==> config.mk <==
export PLATFORM = sky130hd
export DESIGN_NAME = alloc_dispatcher
export DESIGN_NICKNAME = d
export VERILOG_FILES = /design/src/rtl/alloc_dispatcher.sv
export SDC_FILE = /design/constraint.sdc
export NUM_CORES = 1
export LEC_CHECK = 0
export CORE_AREA = 2 2 89 91
export DETAILED_ROUTE_END_ITERATION = 8
export DIE_AREA = 0 0 91 93
export DONT_BUFFER_PORTS = 1
export HOLD_SLACK_MARGIN = 0.05
export PLACE_DENSITY_LB_ADDON = 0.15
export SLEW_MARGIN = 20
export SYNTH_ARGS = -nofsm -noshare
export SYNTH_HDL_FRONTEND = slang
export SYNTH_SLANG_ARGS = --single-unit
==> constraint.sdc <==
create_clock -name clk -period 8.4 [get_ports clk]
set_input_delay 1.68 -clock clk [delete_from_list [all_inputs] [get_ports clk]]
set_output_delay 1.68 -clock clk [all_outputs]
set_load 0.02 [all_outputs]
==> src/rtl/alloc_dispatcher.sv <==
// Allocation front-end: classifies host byte sizes into size-type codes, buffers them in order
// and issues one request at a time to the find-table, re-issuing a blocked head after a backoff.
module alloc_dispatcher #(
  parameter int ID_WIDTH   = 8,
  parameter int SIZE_WIDTH = 13,
  parameter int FIFO_DEPTH = 4,
  parameter int RETRY_GAP  = 8
) (
  input  logic                  clk,
  input  logic                  rst_n,
  input  logic                  req_valid,
  output logic                  req_ready,
  input  logic [ID_WIDTH-1:0]   req_id,
  input  logic [SIZE_WIDTH-1:0] req_size,
  output logic                  err_valid,
  output logic [ID_WIDTH-1:0]   err_id,
  output logic                  alloc_valid_out,
  output logic [ID_WIDTH-1:0]   alloc_id_out,
  output logic [1:0]            alloc_size_out,
  input  logic                  fdt_blocked,
  output logic [15:0]           retry_count,
  output logic                  busy
);
  localparam int PTR_W = $clog2(FIFO_DEPTH);
  localparam int CNT_W = PTR_W + 1;
  localparam int BO_W  = $clog2(RETRY_GAP + 1);

  typedef enum logic [1:0] {S_IDLE, S_ISSUE, S_WAIT, S_BACKOFF} state_e;

  state_e              state_q, state_d;
  logic [PTR_W-1:0]    wr_ptr_q, wr_ptr_d;
  logic [PTR_W-1:0]    rd_ptr_q, rd_ptr_d;
  logic [CNT_W-1:0]    count_q, count_d;
  logic [BO_W-1:0]     bo_cnt_q, bo_cnt_d;
  logic [15:0]         retry_q, retry_d;
  logic                alloc_valid_q, alloc_valid_d;
  logic [ID_WIDTH-1:0] alloc_id_q, alloc_id_d;
  logic [1:0]          alloc_size_q, alloc_size_d;
  logic                err_valid_q, err_valid_d;
  logic [ID_WIDTH-1:0] err_id_q, err_id_d;

  logic [ID_WIDTH-1:0] fifo_id_mem   [FIFO_DEPTH];
  logic [1:0]          fifo_size_mem [FIFO_DEPTH];

  logic             size_legal;
  logic [1:0]       size_code;
  logic             accept;
  logic             push;
  logic             pop;
  logic [PTR_W-1:0] rd_ptr_next;

  always_comb begin
    size_legal = (req_size != '0) && (req_size <= SIZE_WIDTH'(4096));
    if (req_size <= SIZE_WIDTH'(512))       size_code = 2'd0;
    else if (req_size <= SIZE_WIDTH'(1024)) size_code = 2'd1;
    else if (req_size <= SIZE_WIDTH'(2048)) size_code = 2'd2;
    else                                    size_code = 2'd3;
  end

  assign req_ready   = (count_q < CNT_W'(FIFO_DEPTH));
  assign accept      = req_valid && req_ready;
  assign push        = accept && size_legal;
  assign pop         = (state_q == S_WAIT) && !fdt_blocked;
  assign rd_ptr_next = rd_ptr_q + PTR_W'(1);
  assign busy        = (count_q != '0) || (state_q != S_IDLE);

  assign alloc_valid_out = alloc_valid_q;
  assign alloc_id_out    = alloc_id_q;
  assign alloc_size_out  = alloc_size_q;
  assign err_valid       = err_valid_q;
  assign err_id          = err_id_q;
  assign retry_count     = retry_q;

  always_comb begin
    // NOTE: every _d takes a default before the case so no path through this block infers a latch.
    state_d       = state_q;
    wr_ptr_d      = push ? wr_ptr_q + PTR_W'(1) : wr_ptr_q;
    rd_ptr_d      = pop ? rd_ptr_next : rd_ptr_q;
    count_d       = count_q + CNT_W'(push) - CNT_W'(pop);
    bo_cnt_d      = bo_cnt_q;
    retry_d       = retry_q;
    alloc_valid_d = 1'b0;
    alloc_id_d    = alloc_id_q;
    alloc_size_d  = alloc_size_q;
    err_valid_d   = accept && !size_legal;
    err_id_d      = (accept && !size_legal) ? req_id : err_id_q;

    case (state_q)
      S_IDLE: begin
        if (count_q != '0) begin
          state_d       = S_ISSUE;
          alloc_valid_d = 1'b1;
          alloc_id_d    = fifo_id_mem[rd_ptr_q];
          alloc_size_d  = fifo_size_mem[rd_ptr_q];
        end
      end
      S_ISSUE: state_d = S_WAIT;
      S_WAIT: begin
        if (fdt_blocked) begin
          state_d  = S_BACKOFF;
          bo_cnt_d = BO_W'(RETRY_GAP - 1);
          if (retry_q != 16'hFFFF) retry_d = retry_q + 16'd1;
        end else if (count_d != '0) begin
          state_d       = S_ISSUE;
          alloc_valid_d = 1'b1;
          // With one entry left, the new head is the request being written on this same edge.
          if (count_q == CNT_W'(1)) begin
            alloc_id_d   = req_id;
            alloc_size_d = size_code;
          end else begin
            alloc_id_d   = fifo_id_mem[rd_ptr_next];
            alloc_size_d = fifo_size_mem[rd_ptr_next];
          end
        end else begin
          state_d = S_IDLE;
        end
      end
      S_BACKOFF: begin
        if (bo_cnt_q == '0) begin
          state_d       = S_ISSUE;
          alloc_valid_d = 1'b1;
          alloc_id_d    = fifo_id_mem[rd_ptr_q];
          alloc_size_d  = fifo_size_mem[rd_ptr_q];
        end else begin
          bo_cnt_d = bo_cnt_q - BO_W'(1);
        end
      end
      default: state_d = S_IDLE;
    endcase
  end

  // NOTE: state registers use non-blocking assignments so every flop samples pre-edge values.
  always_ff @(posedge clk or negedge rst_n) begin
    if (!rst_n) begin
      state_q       <= S_IDLE;
      wr_ptr_q      <= '0;
      rd_ptr_q      <= '0;
      count_q       <= '0;
      bo_cnt_q      <= '0;
      retry_q       <= '0;
      alloc_valid_q <= 1'b0;
      alloc_id_q    <= '0;
      alloc_size_q  <= '0;
      err_valid_q   <= 1'b0;
      err_id_q      <= '0;
    end else begin
      state_q       <= state_d;
      wr_ptr_q      <= wr_ptr_d;
      rd_ptr_q      <= rd_ptr_d;
      count_q       <= count_d;
      bo_cnt_q      <= bo_cnt_d;
      retry_q       <= retry_d;
      alloc_valid_q <= alloc_valid_d;
      alloc_id_q    <= alloc_id_d;
      alloc_size_q  <= alloc_size_d;
      err_valid_q   <= err_valid_d;
      err_id_q      <= err_id_d;
    end
  end

  // NOTE: buffer storage is not reset; count and pointers guard every read, so stale data is never seen.
  always_ff @(posedge clk) begin
    if (push) begin
      fifo_id_mem[wr_ptr_q]   <= req_id;
      fifo_size_mem[wr_ptr_q] <= size_code;
    end
  end

endmodule

==> results.py <==
metrics = {
    "yosys": {
        "postSynth.topFlopCell": "dfrtp_1",
        "synth_compound_area_share_pct": 7.97,
        "synth_seq_cells": 89,
        "synth-edff-count": 40,
        "synth_top_family_by_area": "multiplexers",
        "synth.area.top_cells": "dfrtp_1 28%, edfxtp_1 28%, mux4_2 10%, ha_1 3.4%, o21ai_0 2.6%",
        "ys_warn_count": 0,
        "syn_area_sq_mm": 0.00437,
        "synth_cells": 323,
        "yosys.area.top_type_share_pct": 28.1,
        "synth_adder_area_share_pct": 3.90,
        "synthDistinctLibCells": 54,
        "netlist_top_cells_count": "49 x dfrtp_1, 40 x edfxtp_1, 29 x nand2_1",
        "synth-seq-area-share_pct": 55.6,
        "syn-num-nets": 361,
        "async_reset_ff_share_pct": 55.1,
        "synth_mux_area_share_pct": 15.4,
        "synth_most_common_cell": "dfrtp_1",
        "syn_avg_cell_area_sq_um": 13.5,
        "synth-simple-area-share_pct": 11.1,
        "synth_top_area_cell": "dfrtp_1",
        "synth-xor-area-share_pct": 3.53,
    },
    "placement": {
        "gp_congestion": 0.730,
        "dp_hpwl_microns": 5490,
        "io_buffers": 0,
    },
    "hold_path": {
        "hp-class": "flip-flop to flip-flop",
    },
    "layout": {
        "final_layout_size_suffix_gt1_share_pct": 17.9,
        "syn_to_final_growth_pct": 8.05,
        "nets": 363,
        "diodes": 0,
        "postLayoutCoreUtil_pct": 62.7,
        "n_fill_cell": 587,
    },
    "sta": {
        "setup_viol": 0,
        "slew_headroom_pct": 36.4,
        "hold_viol": 0,
        "skew_ps": 12.5,
        "finalSetupTns_ps": 0,
        "fmax_mhz": 194,
        "finalCritPeriodShare_pct": 61.2,
        "rsz0062_at_grt": "false",
        "min_period_ps": 5140,
        "maxSlewViolCount": 0,
        "worstMarginPinSlew_ps": 954,
    },
    "worst_setup_path": {
        "required_ps": 8630,
        "cp_max_fo": 20,
        "path_class": "input port to flip-flop",
        "arrival_ps": 5370,
        "start_kind": "input port",
        "critPathCaptureType": "flip-flop",
    },
    "detailed_routing": {
        "route.met3.wl_microns": 408,
        "first_iter_violations": 164,
        "drt_first_pass_iters": 4,
        "remaining_drc_errors": 0,
        "wl_per_cell_microns": 18.5,
        "ant_nets": 0,
        "wl_met2_microns": 3820,
        "wl_microns": 8000,
        "routed_via_density": 6.04,
        "num_vias": 2609,
        "top_layer_used": "met4",
        "wl_met1_microns": 3650,
    },
    "global_route": {
        "antenna_found_initial": 0,
        "overflow": 0,
        "grt_pass1_wl_microns": 13200,
        "grt_max_degree": 50,
        "grt_pass1_vias": 2597,
        "grt_use_total_pct": 20.1,
    },
    "clock_tree": {
        "cts.sinks": 89,
        "ctsResizeCount": 0,
        "cts_buffers": 9,
        "htree_levels": 3,
        "ctsHoldBuffers": 0,
        "insertion_delay_ps": 350,
        "cts_root_buf": "clkbuf_8",
        "tritoncts": "built",
        "clk_pin_slew_ps": 90,
        "clockBufferDepth": 2,
        "postCtsSetupBuffers": 0,
    },
    "die": {
        "fp.dieArea_sq_mm": 0.00846,
        "core_area_sq_mm": 0.00753,
        "initial_core_util_pct": 58.0,
        "io_pins": 63,
        "die_y_microns": 93,
        "rows": 32,
        "die_w_microns": 91,
    },
    "job": {
        "maxCapViolCount": 0,
    },
    "power_and_ir_drop": {
        "p_leak_nw": 1.80,
        "peakVddDrop_mv": 0.140,
        "powerDensity_mw_per_mm2": 335,
    },
    "outcome": {
        "outcome": "finished, final reports clean",
    },
}
flip-flops by register name, summed over array words and instances, names as in the netlist, 3 cells and up:
register,cells
err_id,8
bo_cnt_q,4
retry_count,16
alloc_id_out,8
fifo_size_mem,8
fifo_id_mem,32
count_q,3
where the power goes:
group	internal, mW	switching [mW]
logic	0.250	0.239
clock network	0.215	0.150
registers	0.558	0.168
total	1.02	0.558
final cells by class:
cell class,count,area (sq um),area share [%]
tap,102,128,2.71
clock inverter,4,98.8,2.10
multi-input combinational,209,1840,39.1
clock buffer,12,155,3.29
timing repair buffer,1,7.51,0.159
inverter,15,56.3,1.19
sequential,89,2430,51.5
logic make-up after synthesis:
logic type               count (synthesis)
adder cells (fa/ha/maj)                 13
flip-flops                              89
AO/OA/AOI/OAI                           49
XOR/XNOR                                16
multiplexers                            41
AND/OR/NAND/NOR                         90
buffers and inverters                   25
critical path, stage by stage:
cell      delay (ps)
nor4_2           320
nand3_2          180
o41a_4           410
nor4b_4          430
inv_1             80
ha_1             280
inv_1             40
ha_1             190
fa_1             360
xnor3_1          420
nor4_1            60
or4b_4           610
a221oi_2         210
a21oi_1           90
path summary, 6_finish.rpt:
kind	endpoint	cells after the start	start	slack, ps
setup / recovery	alloc_size_out[1]$_DFFE_PN0P_	14	req_size[4]	3260
hold / removal	wr_ptr_q[1]$_DFFE_PN0P_	1	wr_ptr_q[1]$_DFFE_PN0P_	560
setup reg to reg	alloc_size_out[1]$_DFFE_PN0P_	13	state_q[0]$_DFFE_PN0P_	4340
hold reg to reg	wr_ptr_q[1]$_DFFE_PN0P_	1	wr_ptr_q[1]$_DFFE_PN0P_	560
max in group asynchronous	err_id[0]$_DFFE_PN0P_	0	rst_n	7280
min in group asynchronous	alloc_id_out[4]$_DFFE_PN0P_	0	rst_n	1010
layer usage:
metal	vias up	track usage, %
met5	-	0
met4	0	6.69
met3	11	5.40
met2	64	31.9
met1	1332	27.3
li1	1202	-
cells in the final DEF, fill, tap and decap left out, types with 2 or more instances in the layout:
| cell type | synthesis | final |
|---|---|---|
| a21oi_1 | 8 | 8 |
| a31oi_1 | 3 | 3 |
| and2_1 | 5 | 5 |
| and3_1 | 2 | 2 |
| bufinv_16 | 0 | 3 |
| clkbuf_8 | 0 | 11 |
| dfrtp_1 | 49 | 49 |
| edfxtp_1 | 40 | 40 |
| ha_1 | 12 | 12 |
| inv_1 | 15 | 15 |
| mux2_2 | 10 | 10 |
| mux2i_1 | 10 | 10 |
| mux4_2 | 20 | 20 |
| nand2_1 | 29 | 29 |
| nand2b_1 | 3 | 3 |
| nand3_1 | 9 | 9 |
| nand4_1 | 5 | 5 |
| nor2_1 | 16 | 16 |
| nor2b_1 | 3 | 3 |
| nor3_1 | 6 | 6 |
| o21ai_0 | 23 | 23 |
| xnor2_1 | 12 | 12 |
| xor2_1 | 3 | 3 |
per-stage QoR:
stage | cell area, sq um | std cells | worst slack, ps | power (mW) | hold WS (ps)
finish | 4720 | 432 | 3260 | 1.58 | 564
global route | 4720 | 432 | 3050 | 1.67 | 608
CTS | 4710 | 432 | 3250 | 1.60 | 571
detailed placement | 4460 | 416 | 2870 | 1.23 | 551
global placement | 4460 | 416 | 2970 | 1.21 | 547
floorplan | 4370 | 323 | 3110 | 1.13 | 512
(Power assumes the default switching activity.)
